<file path="src/rtl/lfu_replace_ctrl_if.sv">
// lfu_replace_ctrl_if
// Request/response bundle for the LFU replacement controller.
//   req_valid/req_ready : request handshake (accepted when both high)
//   req_set             : target set index
//   req_hit             : 1 = hit on req_way, 0 = miss (victim wanted)
//   req_inv             : 1 = invalidate req_way (overrides req_hit)
//   req_way             : hit/invalidate way, ignored on a miss
//   rsp_valid           : one-cycle pulse, update complete
//   rsp_way             : way that was updated (held between pulses)
//   rsp_aged            : set was halved during this operation (held)
// master drives requests, slave is the controller.
interface lfu_replace_ctrl_if #(
    parameter int SETS = 4
);
    localparam int SW = (SETS > 1) ? $clog2(SETS) : 1;

    logic          req_valid;
    logic          req_ready;
    logic [SW-1:0] req_set;
    logic          req_hit;
    logic          req_inv;
    logic [1:0]    req_way;
    logic          rsp_valid;
    logic [1:0]    rsp_way;
    logic          rsp_aged;

    modport master (
        output req_valid, req_set, req_hit, req_inv, req_way,
        input  req_ready, rsp_valid, rsp_way, rsp_aged
    );

    modport slave (
        input  req_valid, req_set, req_hit, req_inv, req_way,
        output req_ready, rsp_valid, rsp_way, rsp_aged
    );
endinterface

</file>
<file path="src/rtl/lfu_replace_ctrl.sv">
// lfu_replace_ctrl
// Least-frequently-used replacement controller for SETS x 4-way sets.
// Each way has a saturating-by-aging W-bit use counter. Hits increment,
// misses pick the lowest-count way (lowest index on ties) and set it to 1,
// invalidates clear it. A hit on a saturated counter halves the whole set
// and then bumps the target.
// Ports:
//   clk : clock, rising edge
//   rst : synchronous active-high reset
//   bus : lfu_replace_ctrl_if slave modport (request/response bundle)
module lfu_replace_ctrl #(
    parameter int W    = 4,
    parameter int SETS = 4
) (
    input  logic                clk,
    input  logic                rst,
    lfu_replace_ctrl_if.slave   bus
);
    localparam int SW = (SETS > 1) ? $clog2(SETS) : 1;
    localparam logic [W-1:0] CNT_MAX = '1;

    localparam logic [1:0] IDLE   = 2'd0;
    localparam logic [1:0] LOOKUP = 2'd1;
    localparam logic [1:0] UPDATE = 2'd2;
    localparam logic [1:0] AGE    = 2'd3;

    logic [1:0]    state;
    logic [SW-1:0] set_q;
    logic          hit_q;
    logic          inv_q;
    logic [1:0]    way_q;
    logic [1:0]    tgt_q;
    logic [1:0]    rsp_way_q;
    logic          rsp_aged_q;

    logic [W-1:0]  cnt [SETS][4];
    logic [W-1:0]  set_cnt [4];
    logic [W-1:0]  min_cnt;
    logic [1:0]    victim;
    logic          upd_sat;
    logic          rsp_fire;

    always_comb begin
        for (int i = 0; i < 4; i++) begin
            set_cnt[i] = cnt[set_q][i];
        end
    end

    // Strict less-than keeps the earliest way on ties.
    always_comb begin
        victim  = 2'd0;
        min_cnt = set_cnt[0];
        for (int i = 1; i < 4; i++) begin
            if (set_cnt[i] < min_cnt) begin
                victim  = 2'(i);
                min_cnt = set_cnt[i];
            end
        end
    end

    // A hit on a saturated counter skips the response and goes to aging.
    always_comb begin
        upd_sat  = hit_q && !inv_q && (set_cnt[tgt_q] == CNT_MAX);
        rsp_fire = !rst && (((state == UPDATE) && !upd_sat) || (state == AGE));
    end

    // Response fields show the live result during the pulse, then hold.
    always_comb begin
        bus.req_ready = (state == IDLE) && !rst;
        bus.rsp_valid = rsp_fire;
        bus.rsp_way   = rsp_fire ? tgt_q : rsp_way_q;
        bus.rsp_aged  = rsp_fire ? (state == AGE) : rsp_aged_q;
    end

    always_ff @(posedge clk) begin
        if (rst) begin
            state      <= IDLE;
            set_q      <= '0;
            hit_q      <= 1'b0;
            inv_q      <= 1'b0;
            way_q      <= 2'd0;
            tgt_q      <= 2'd0;
            rsp_way_q  <= 2'd0;
            rsp_aged_q <= 1'b0;
            for (int s = 0; s < SETS; s++) begin
                for (int w = 0; w < 4; w++) begin
                    cnt[s][w] <= '0;
                end
            end
        end else begin
            case (state)
                IDLE: begin
                    if (bus.req_valid) begin
                        set_q <= bus.req_set;
                        hit_q <= bus.req_hit;
                        inv_q <= bus.req_inv;
                        way_q <= bus.req_way;
                        state <= LOOKUP;
                    end
                end
                LOOKUP: begin
                    tgt_q <= (inv_q || hit_q) ? way_q : victim;
                    state <= UPDATE;
                end
                UPDATE: begin
                    if (inv_q) begin
                        cnt[set_q][tgt_q] <= '0;
                    end else if (!hit_q) begin
                        cnt[set_q][tgt_q] <= W'(1);
                    end else if (!upd_sat) begin
                        cnt[set_q][tgt_q] <= set_cnt[tgt_q] + 1'b1;
                    end
                    state <= upd_sat ? AGE : IDLE;
                end
                AGE: begin
                    // Halve the whole set and credit the target in one write.
                    for (int w = 0; w < 4; w++) begin
                        if (2'(w) == tgt_q) begin
                            cnt[set_q][w] <= (set_cnt[w] >> 1) + 1'b1;
                        end else begin
                            cnt[set_q][w] <= set_cnt[w] >> 1;
                        end
                    end
                    state <= IDLE;
                end
                default: state <= IDLE;
            endcase
            if (rsp_fire) begin
                rsp_way_q  <= tgt_q;
                rsp_aged_q <= (state == AGE);
            end
        end
    end
endmodule

</file>
<file path="src/flat_wrapper.sv">
// flat-port wrapper written by rule: the top's interface ports become plain ports
module lfu_replace_ctrl_flat 
#(
    parameter int W    = 4,
    parameter int SETS = 4
)
  (clk, rst, bus_req_valid, bus_req_set, bus_req_hit, bus_req_inv, bus_req_way, bus_req_ready, bus_rsp_valid, bus_rsp_way, bus_rsp_aged);
  lfu_replace_ctrl_if #(.SETS(SETS)) bus_i ();
  input  logic clk;
  input  logic rst;
  input wire logic [$bits(bus_i.req_valid)-1:0] bus_req_valid;
  input wire logic [$bits(bus_i.req_set)-1:0] bus_req_set;
  input wire logic [$bits(bus_i.req_hit)-1:0] bus_req_hit;
  input wire logic [$bits(bus_i.req_inv)-1:0] bus_req_inv;
  input wire logic [$bits(bus_i.req_way)-1:0] bus_req_way;
  output wire logic [$bits(bus_i.req_ready)-1:0] bus_req_ready;
  output wire logic [$bits(bus_i.rsp_valid)-1:0] bus_rsp_valid;
  output wire logic [$bits(bus_i.rsp_way)-1:0] bus_rsp_way;
  output wire logic [$bits(bus_i.rsp_aged)-1:0] bus_rsp_aged;
  assign bus_i.req_valid = bus_req_valid;
  assign bus_i.req_set = bus_req_set;
  assign bus_i.req_hit = bus_req_hit;
  assign bus_i.req_inv = bus_req_inv;
  assign bus_i.req_way = bus_req_way;
  assign bus_req_ready = bus_i.req_ready;
  assign bus_rsp_valid = bus_i.rsp_valid;
  assign bus_rsp_way = bus_i.rsp_way;
  assign bus_rsp_aged = bus_i.rsp_aged;
  lfu_replace_ctrl #(.W(W), .SETS(SETS)) u_core (.clk(clk), .rst(rst), .bus(bus_i));
endmodule
</file>
<file path="config.mk">
export PLATFORM = sky130hd
export DESIGN_NAME = lfu_replace_ctrl_flat
export DESIGN_NICKNAME = d
export VERILOG_FILES = /design/src/rtl/lfu_replace_ctrl_if.sv /design/src/rtl/lfu_replace_ctrl.sv /design/src/flat_wrapper.sv
export SDC_FILE = /design/constraint.sdc
export NUM_CORES = 1
export LEC_CHECK = 0
export BUFFER_PORTS_ARGS = -buffer_cell sky130_fd_sc_hd__buf_2
export CORE_ASPECT_RATIO = 0.9
export CORE_MARGIN = 4
export CORE_UTILIZATION = 40
export CTS_BUF_LIST = sky130_fd_sc_hd__clkbuf_8
export CTS_CLUSTER_DIAMETER = 60
export DETAILED_ROUTE_END_ITERATION = 8
export SETUP_SLACK_MARGIN = 0.02
export SYNTH_ARGS = -nofsm -noshare
export SYNTH_HDL_FRONTEND = slang
export SYNTH_SLANG_ARGS = --single-unit
</file>
<file path="constraint.sdc">
create_clock -name clk -period 4.9 [get_ports clk]
set_input_delay 0.98 -clock clk [delete_from_list [all_inputs] [get_ports clk]]
set_output_delay 0.98 -clock clk [all_outputs]
set_load 0.005 [all_outputs]
</file>
==> run metrics <==
die width 118 um; Avg Synthesized Cell Area 11.3 um2; sequential cell area about 2200 um2; Syn-to-layout area delta 8.06%; worst skew pair latency between 300 and 400 ps; leak pwr 1.63 nW; crit path kind reg2reg; post-synth top area cell edfxtp_1; Total Wirelength 10.3 mm; # H-tree levels 3; Max Cap Viol 0; count of cell types in the netlist 50; WP data required between 5000 and 6000 ps; Fin Setup TNS 0 ps; synthesis warning total 0; Fill cells ~980; Yosys reg bits about 80; initial DRC count about 280; drt wl/cell slightly below 20 um; post-CTS setup repair buffer count 0; initial core utilization 41.7%; crit path time final around 4600 ps; relative slew slack approximately 43%; final net count 414; Startpoint Class register; Crit Path Max Fanout 9; sequential area share after synthesis approximately half; Final Setup Violations 0; WP data arrival ~4900 ps; clock buffer depth 2; RSZ-0062 raised after global routing false; f_max 218 MHz; prevailing post-synth register cell edfxtp_1; Hold Path Class reg2reg; # clock sinks around 80; DR vias around 3,100; CP Capture Type register; Layout Utilization a little under half; Slew @ Worst Pin roughly 860 ps; Ant. Diodes 0; layout cells sized above 1 16.0%; Slew Limit Fails 0; input/output buffers 13; IO Count 14; area occupied by multi-input gates between 1500 and 2000 um2; top-area cell type share of the netlist area between 40% and 50%; status finished clean; vias in the first global route between 3,000 and 4,000; Peak supply drop 0.000111 V; final setup skew 12.4 ps; Mapped Nets roughly 410; final hold vios 0; part of the cycle the worst path needs between 90% and 100%; Power Dens Cells around 320 nW/um2; Die H around 110 um; number of synthesized flops with an enable pin 64; FP Rows 35; initial antenna violation count 0; Commonest cells post-synth 69 x nor2_1, 64 x edfxtp_1, 25 x nand2_1, 25 x o21ai_1, 19 x mux4_2; Worst-path clk slew 90 ps; number of detailed-route iterations in the first pass 5; Root Driver clkbuf_8; HPWL after DPL 7.46 mm; CTS tree yes; Num CTS Buffers 9; largest net degree at the start of global routing 22; synthesized area 4350 um2; core region area 10,400 um2; number of routed nets with antenna violations 0; GRT Resource Usage Total 17.2%; die area roughly 13,000 um2; Residual DRC 0; vias per cell approximately 6.0; Syn Inst Count approximately 380; count leader, synth nor2_1; Synth area leaders edfxtp_1 44%, mux4_2 9.8%, dfxtp_1 6.9%; grt ovf 0; RePlAce Congestion ~0.81; first-pass GRT wire length 16.7 mm; Async S/R FF share, synth 0%
-- cells by family after synthesis --
kind of cell	Yosys count	synth area share, %
flops	79	51.1
buf+inv	32	3.57
xor+xnor	4	0.806
simple gates	130	13.4
fa+ha+maj	16	4.61
mux	29	12.2
compound gates	93	14.3
-- cells in the final DEF (no fill, tap or decap), drive strengths merged, types with 6 or more instances in the layout --
master / netlist / layout
nor2: 69 / 69
edfxtp: 64 / 64
a211oi: 17 / 17
ha: 16 / 16
buf: 6 / 19
mux4: 19 / 19
a21oi: 15 / 15
inv: 8 / 13
nand2b: 6 / 6
dfxtp: 15 / 15
mux2i: 8 / 8
nand2: 25 / 25
o21ai: 31 / 31
a22oi: 8 / 8
clkbuf: 18 / 9
-- routing by layer --
metal  vias up  GRT usage (%)  routed length, um
li1       1458              -                  -
met1      1549           24.2               4730
met2        93           25.8               4710
met3        22           4.17                628
met4         0           6.86                200
met5         -              0                  0
-- worst paths after layout --
kind	from	end	slack, ps	cells past startpoint
setup / recovery	register	u_core.tgt_q[1]	320	18
hold / removal	u_core.way_q[1]	u_core.way_q[1]	520	2
setup reg to reg	register	u_core.tgt_q[1]	320	18
hold reg to reg	u_core.way_q[1]	u_core.way_q[1]	520	2
-- registers in the layout (all words and copies together), names as in the netlist, named ones only --
name / flops
u_core.hit_q: 1
u_core.cnt: 64
u_core.tgt_q: 2
u_core.state: 2
u_core.inv_q: 1
u_core.rsp_aged_q: 1
u_core.way_q: 2
u_core.set_q: 2
u_core.rsp_way_q: 2
-- cell type report --
class                           count  share of cell area [%]
Clock buffer                        9                    2.64
Clock inverter                      7                    1.57
Inverter                            8                   0.639
Multi-Input combinational cell    272                    42.0
Sequential cell                    79                    47.3
Tap cell                          129                    3.44
Timing Repair Buffer               19                    2.34
-- critical path, cell delays in order, from the launching register on --
cell	delay (ps)
dfxtp_1	620
mux4_2	470
ha_1	380
a21oi_1	240
o21ai_2	130
mux2i_1	240
ha_1	300
nand2_1	80
nor2_1	40
o31a_1	110
or3_1	430
a21o_1	210
ha_1	260
o21a_1	160
o21a_1	160
o21ai_0	160
a31oi_1	80
a211o_1	310
a21oi_1	130
-- repair_timing --
| item | 4_1_cts | 5_1_grt |
|---|---|---|
| resized for setup | 0 | 3 |
| hold buffers | 0 | 0 |
| endpoints found under the setup margin | 0 | 2 |
-- where the power goes --
group	internal [mW]	total [mW]	switching, mW
Combinational	0.103	0.253	0.151
Sequential	0.749	0.769	0.0205
Clock	0.202	0.487	0.286
Total	1.05	1.51	0.457
-- through the flow --
step,area [um2],power (mW),hold WS [ps],cells,setup slack [ps]
after global placement,4490,1.03,486,507,271
after CTS,4690,1.51,526,523,124
after global routing,4700,1.58,571,523,49.4
after detailed placement,4490,1.03,505,507,150
final,4700,1.51,518,523,322
after floorplan,4350,0.971,461,383,563
Note: power is estimated with default switching activity, not from simulation.
